### config.mk
export PLATFORM = sky130hd
export DESIGN_NAME = octal_rr_arbiter
export DESIGN_NICKNAME = d
export VERILOG_FILES = /design/src/rtl/octal_rr_arbiter.sv
export SDC_FILE = /design/constraint.sdc
export NUM_CORES = 1
export LEC_CHECK = 0
export CORE_ASPECT_RATIO = 1.75
export CORE_UTILIZATION = 50
export DETAILED_ROUTE_END_ITERATION = 6
export PLACE_DENSITY = 0.81
export SYNTH_ARGS = -nofsm -noshare
export SYNTH_HDL_FRONTEND = slang
export SYNTH_SLANG_ARGS = --single-unit
### constraint.sdc
create_clock -name clk -period 2.9 [get_ports clk]
set_input_delay 0.87 -clock clk [delete_from_list [all_inputs] [get_ports clk]]
set_output_delay 0.87 -clock clk [all_outputs]
set_load 0.01 [all_outputs]
### src/rtl/octal_rr_arbiter.sv
// Eight-way round-robin arbiter with registered one-hot grant,
// binary grant index and an optional maximum-hold timeout.
module octal_rr_arbiter #(
  parameter int MAX_HOLD = 16,
  parameter int CNT_W    = 5
) (
  input  logic       clk,
  input  logic       rst,
  input  logic [7:0] req,
  output logic [7:0] gnt,
  output logic [2:0] gnt_idx,
  output logic       gnt_valid,
  output logic       timeout
);

  localparam logic [0:0] IDLE  = 1'b0;
  localparam logic [0:0] GRANT = 1'b1;

  localparam logic [CNT_W-1:0] HOLD_LIM = CNT_W'(MAX_HOLD);
  localparam bit               HOLD_ON  = (MAX_HOLD != 0);

  logic [0:0]       state;
  logic [2:0]       ptr;
  logic [CNT_W-1:0] hold_cnt;
  logic [2:0]       sel;
  logic [2:0]       idx;
  logic             owner_req;
  logic             force_rel;

  // circular scan from ptr; the lowest offset with a request wins
  always_comb begin
    sel = 3'd0;
    idx = 3'd0;
    for (int i = 7; i >= 0; i--) begin
      idx = ptr + 3'(i);
      if (req[idx]) sel = idx;
    end
  end

  // release conditions for the current owner
  always_comb begin
    owner_req = req[gnt_idx];
    force_rel = HOLD_ON && (hold_cnt == HOLD_LIM);
  end

  // arbitration state, hold counter and registered outputs
  always_ff @(posedge clk) begin
    if (rst) begin
      state     <= IDLE;
      ptr       <= 3'd0;
      hold_cnt  <= '0;
      gnt       <= 8'h00;
      gnt_idx   <= 3'd0;
      gnt_valid <= 1'b0;
      timeout   <= 1'b0;
    end else begin
      timeout <= 1'b0;
      unique case (state)
        IDLE: begin
          if (req != 8'h00) begin
            state     <= GRANT;
            gnt       <= 8'(1) << sel;
            gnt_idx   <= sel;
            gnt_valid <= 1'b1;
            hold_cnt  <= CNT_W'(1);
          end
        end
        GRANT: begin
          if (!owner_req || force_rel) begin
            state     <= IDLE;
            ptr       <= gnt_idx + 3'd1;
            gnt       <= 8'h00;
            gnt_idx   <= 3'd0;
            gnt_valid <= 1'b0;
            timeout   <= owner_req;
          end else if (hold_cnt != '1) begin
            hold_cnt <= hold_cnt + CNT_W'(1);
          end
        end
        default: begin
          state <= IDLE;
        end
      endcase
    end
  end

endmodule

==> metrics.txt <==
Fill cells between 200 and 300; syn_area_per_cell between 9 and 10 sq um; Iteration-0 DRC Markers 59; final wirelength between 5 and 6 mm; CTS Buf Count 3; Commonest cells post-synth dfxtp_1, nand2_1, nor2_1; Layout Nets about 270; Post-Syn Instances slightly below 200; share of layout cells above drive strength 1 36.7%; Tmin final between 2 and 3 ns; Slew Limit Headroom 63.0%; PD cells around 700 nW/um^2; register area share after synthesis 24.2%; Area contributors post-synth dfxtp_1, mux4_2, mux4_1, nand2_1, ha_1; TritonRoute pass-1 iters 4; # port buffers 22; Initial Utilization around 53%; Worst R2R End gnt[3]; number of max-cap violations 0; I/O pin count 23; area of the multi-input gates about 1400 sq um; Post-synth EDFFs 0; share of Yosys cell area claimed by the top area cell type 24.2%; Top Usage Layer GRT met2; Overall Global Routing Usage between 20 and 30%; n_diodes 0; Critical R2R Launch ptr[1]; hold path depth 2; CTS tree done; fmax about 350 MHz; Worst Hold End gnt[7]; Worst Path Max Fanout 6; Post-synth ARST share 0%; VDD IR max 0.000684 V; top_reg_cell synth dfxtp_1; RSZ-0062 raised after global routing true; WHS approximately 0.46 ns; Placement Rows 28; Worst Hold Class register to register; Crit Path Class primary input to register; initial antenna violation count 0; M3 GR Usage slightly below 4%; Die Area about 4000 sq um; Final Hold Viols 0; clk_lat worst skew ~0.27 ns; # H-tree levels 1; syn_nets 210; drt via density 6.06; worst-margin pin slew around 0.55 ns; endpoint class of the critical path register; yosys warns 0; synth-to-layout area growth 36.2%; Die W 47.6 um; clk_skew approximately 0.0073 ns; clk sink count 22; Worst EP required between 3 and 4 ns; GRT met1 Usage just over 30%; hpwl dp between 3 and 4 mm; antenna viol nets, final 0; Syn Std Cell Area roughly 1800 sq um; Reg clk slew, reported paths 0.08 ns; Worst Reg-to-Reg Cells 10; Final setup viols 0; Yosys reg bits 22; area of the core around 3400 sq um; count of cell types in the netlist 51; gpl congestion 0.944; met2 Use GR ~55%; vias in the first global route about 1,800; Yosys top cell by area dfxtp_1; pin count of the biggest net entering global routing 20; setup TNS 0 ns; Die Height 81.9 um; clock root buffer clkbuf_8; drt wl/cell approximately 17 um; first-pass GRT wire length ~8.3 mm; fin. max-slew vios 0; vias 1,824; critical path arrival about 3.0 ns; r2r setup slk 0.10 ns; worst hold start gnt[7]; nature of the critical path startpoint primary input; Overflow after GRT 0; Period Utilization, post-route 97.9%; Reg area about 440 sq um; DRC Markers 0; status completed; Pleak roughly 1.0 nW; CTS Buffer Depth 2
-- critical path: stages --
cell and delay [ns]:
dlygate4sd2_1 0.30, mux4_2 0.49, buf_4 0.16, nand3_1 0.09
o31ai_2 0.07, buf_4 0.15, o41ai_4 0.34, buf_4 0.20
nand3_2 0.15, o31ai_1 0.21
-- cell usage in the layout (no fill, tap or decap), types with 6 or more instances in the layout --
cell type | synthesis | final
nor3_1 | 8 | 7
nand2_1 | 22 | 18
nor2_1 | 15 | 15
mux4_2 | 7 | 9
ha_1 | 6 | 6
buf_4 | 1 | 43
dfxtp_1 | 22 | 22
inv_1 | 9 | 9
nand3_1 | 9 | 9
a21oi_1 | 13 | 12
clkdlybuf4s50_1 | 0 | 14
-- worst max-delay path by stage --
stage | startpoint | end | slack [ns] | cells past startpoint
floorplan | ptr[0] | gnt[1] | 0.06 | 12
global placement | req[6] | gnt[1] | -0.48 | 9
detailed placement | req[6] | gnt[1] | -0.52 | 9
CTS | req[6] | gnt[1] | 0.009 | 11
global route | req[2] | gnt[6] | -0.02 | 10
finish | req[2] | gnt[7] | 0.06 | 10
-- metrics by stage --
stage	worst slack, ns	instance area [sq um]	utilization [%]	total power, mW	cells
after floorplan	0.0568	1820	-	0.950	194
after global placement	-0.479	2350	68.5	1.27	295
after detailed placement	-0.517	2350	68.5	1.30	295
after CTS	0.00891	2460	71.6	1.64	300
after global routing	-0.0239	2480	72.3	1.79	301
final	0.0619	2480	72.3	1.69	301
-- flip-flops by register name (all words and copies together), names as in the netlist --
signal     flops
timeout        1
gnt_valid      1
hold_cnt       5
state          1
gnt            8
ptr            3
gnt_idx        3
-- layout make-up --
type | instances | area share, %
Multi-Input combinational cell | 156 | 55.0
Clock buffer | 3 | 1.66
Tap cell | 45 | 2.27
Sequential cell | 22 | 17.7
Clock inverter | 1 | 1.21
Timing Repair Buffer | 65 | 20.7
Inverter | 9 | 1.36
-- routing by layer --
metal  up-vias  routed length [um]
li1        858                   -
met1       893                1860
met2        57                3030
met3        16                 164
met4         0                 136
met5         -                   0
-- cells by family (layout without fill, tap and decap cells) --
| family | count (synthesis) | after routing | share of synthesized area [%] |
|---|---|---|---|
| AND/OR/NAND/NOR | 70 | 70 | 18.7 |
| AO/OA/AOI/OAI | 48 | 48 | 20.2 |
| multiplexers | 24 | 24 | 23.1 |
| adder cells (fa/ha/maj) | 6 | 6 | 4.12 |
| XOR/XNOR | 8 | 8 | 4.87 |
| buffers and inverters | 16 | 78 | 4.87 |
| flip-flops | 22 | 22 | 24.2 |
-- repair_timing --
action                                  4_1_cts  5_1_grt
buffers inserted                              1        2
cloned                                        0        0
hold buffers                                  0        0
resized for setup                            17       22
pin swaps                                     3        7
endpoints found under the setup margin       12        9
-- report_power, final --
| group | switching (mW) | leakage (nW) | total (mW) | internal (mW) |
|---|---|---|---|---|
| sequential | 0.0431 | 0.180 | 0.385 | 0.342 |
| combinational | 0.513 | 0.822 | 1.02 | 0.503 |
| clock | 0.105 | 0.0357 | 0.290 | 0.185 |
Power figures use the tool's default switching activity.
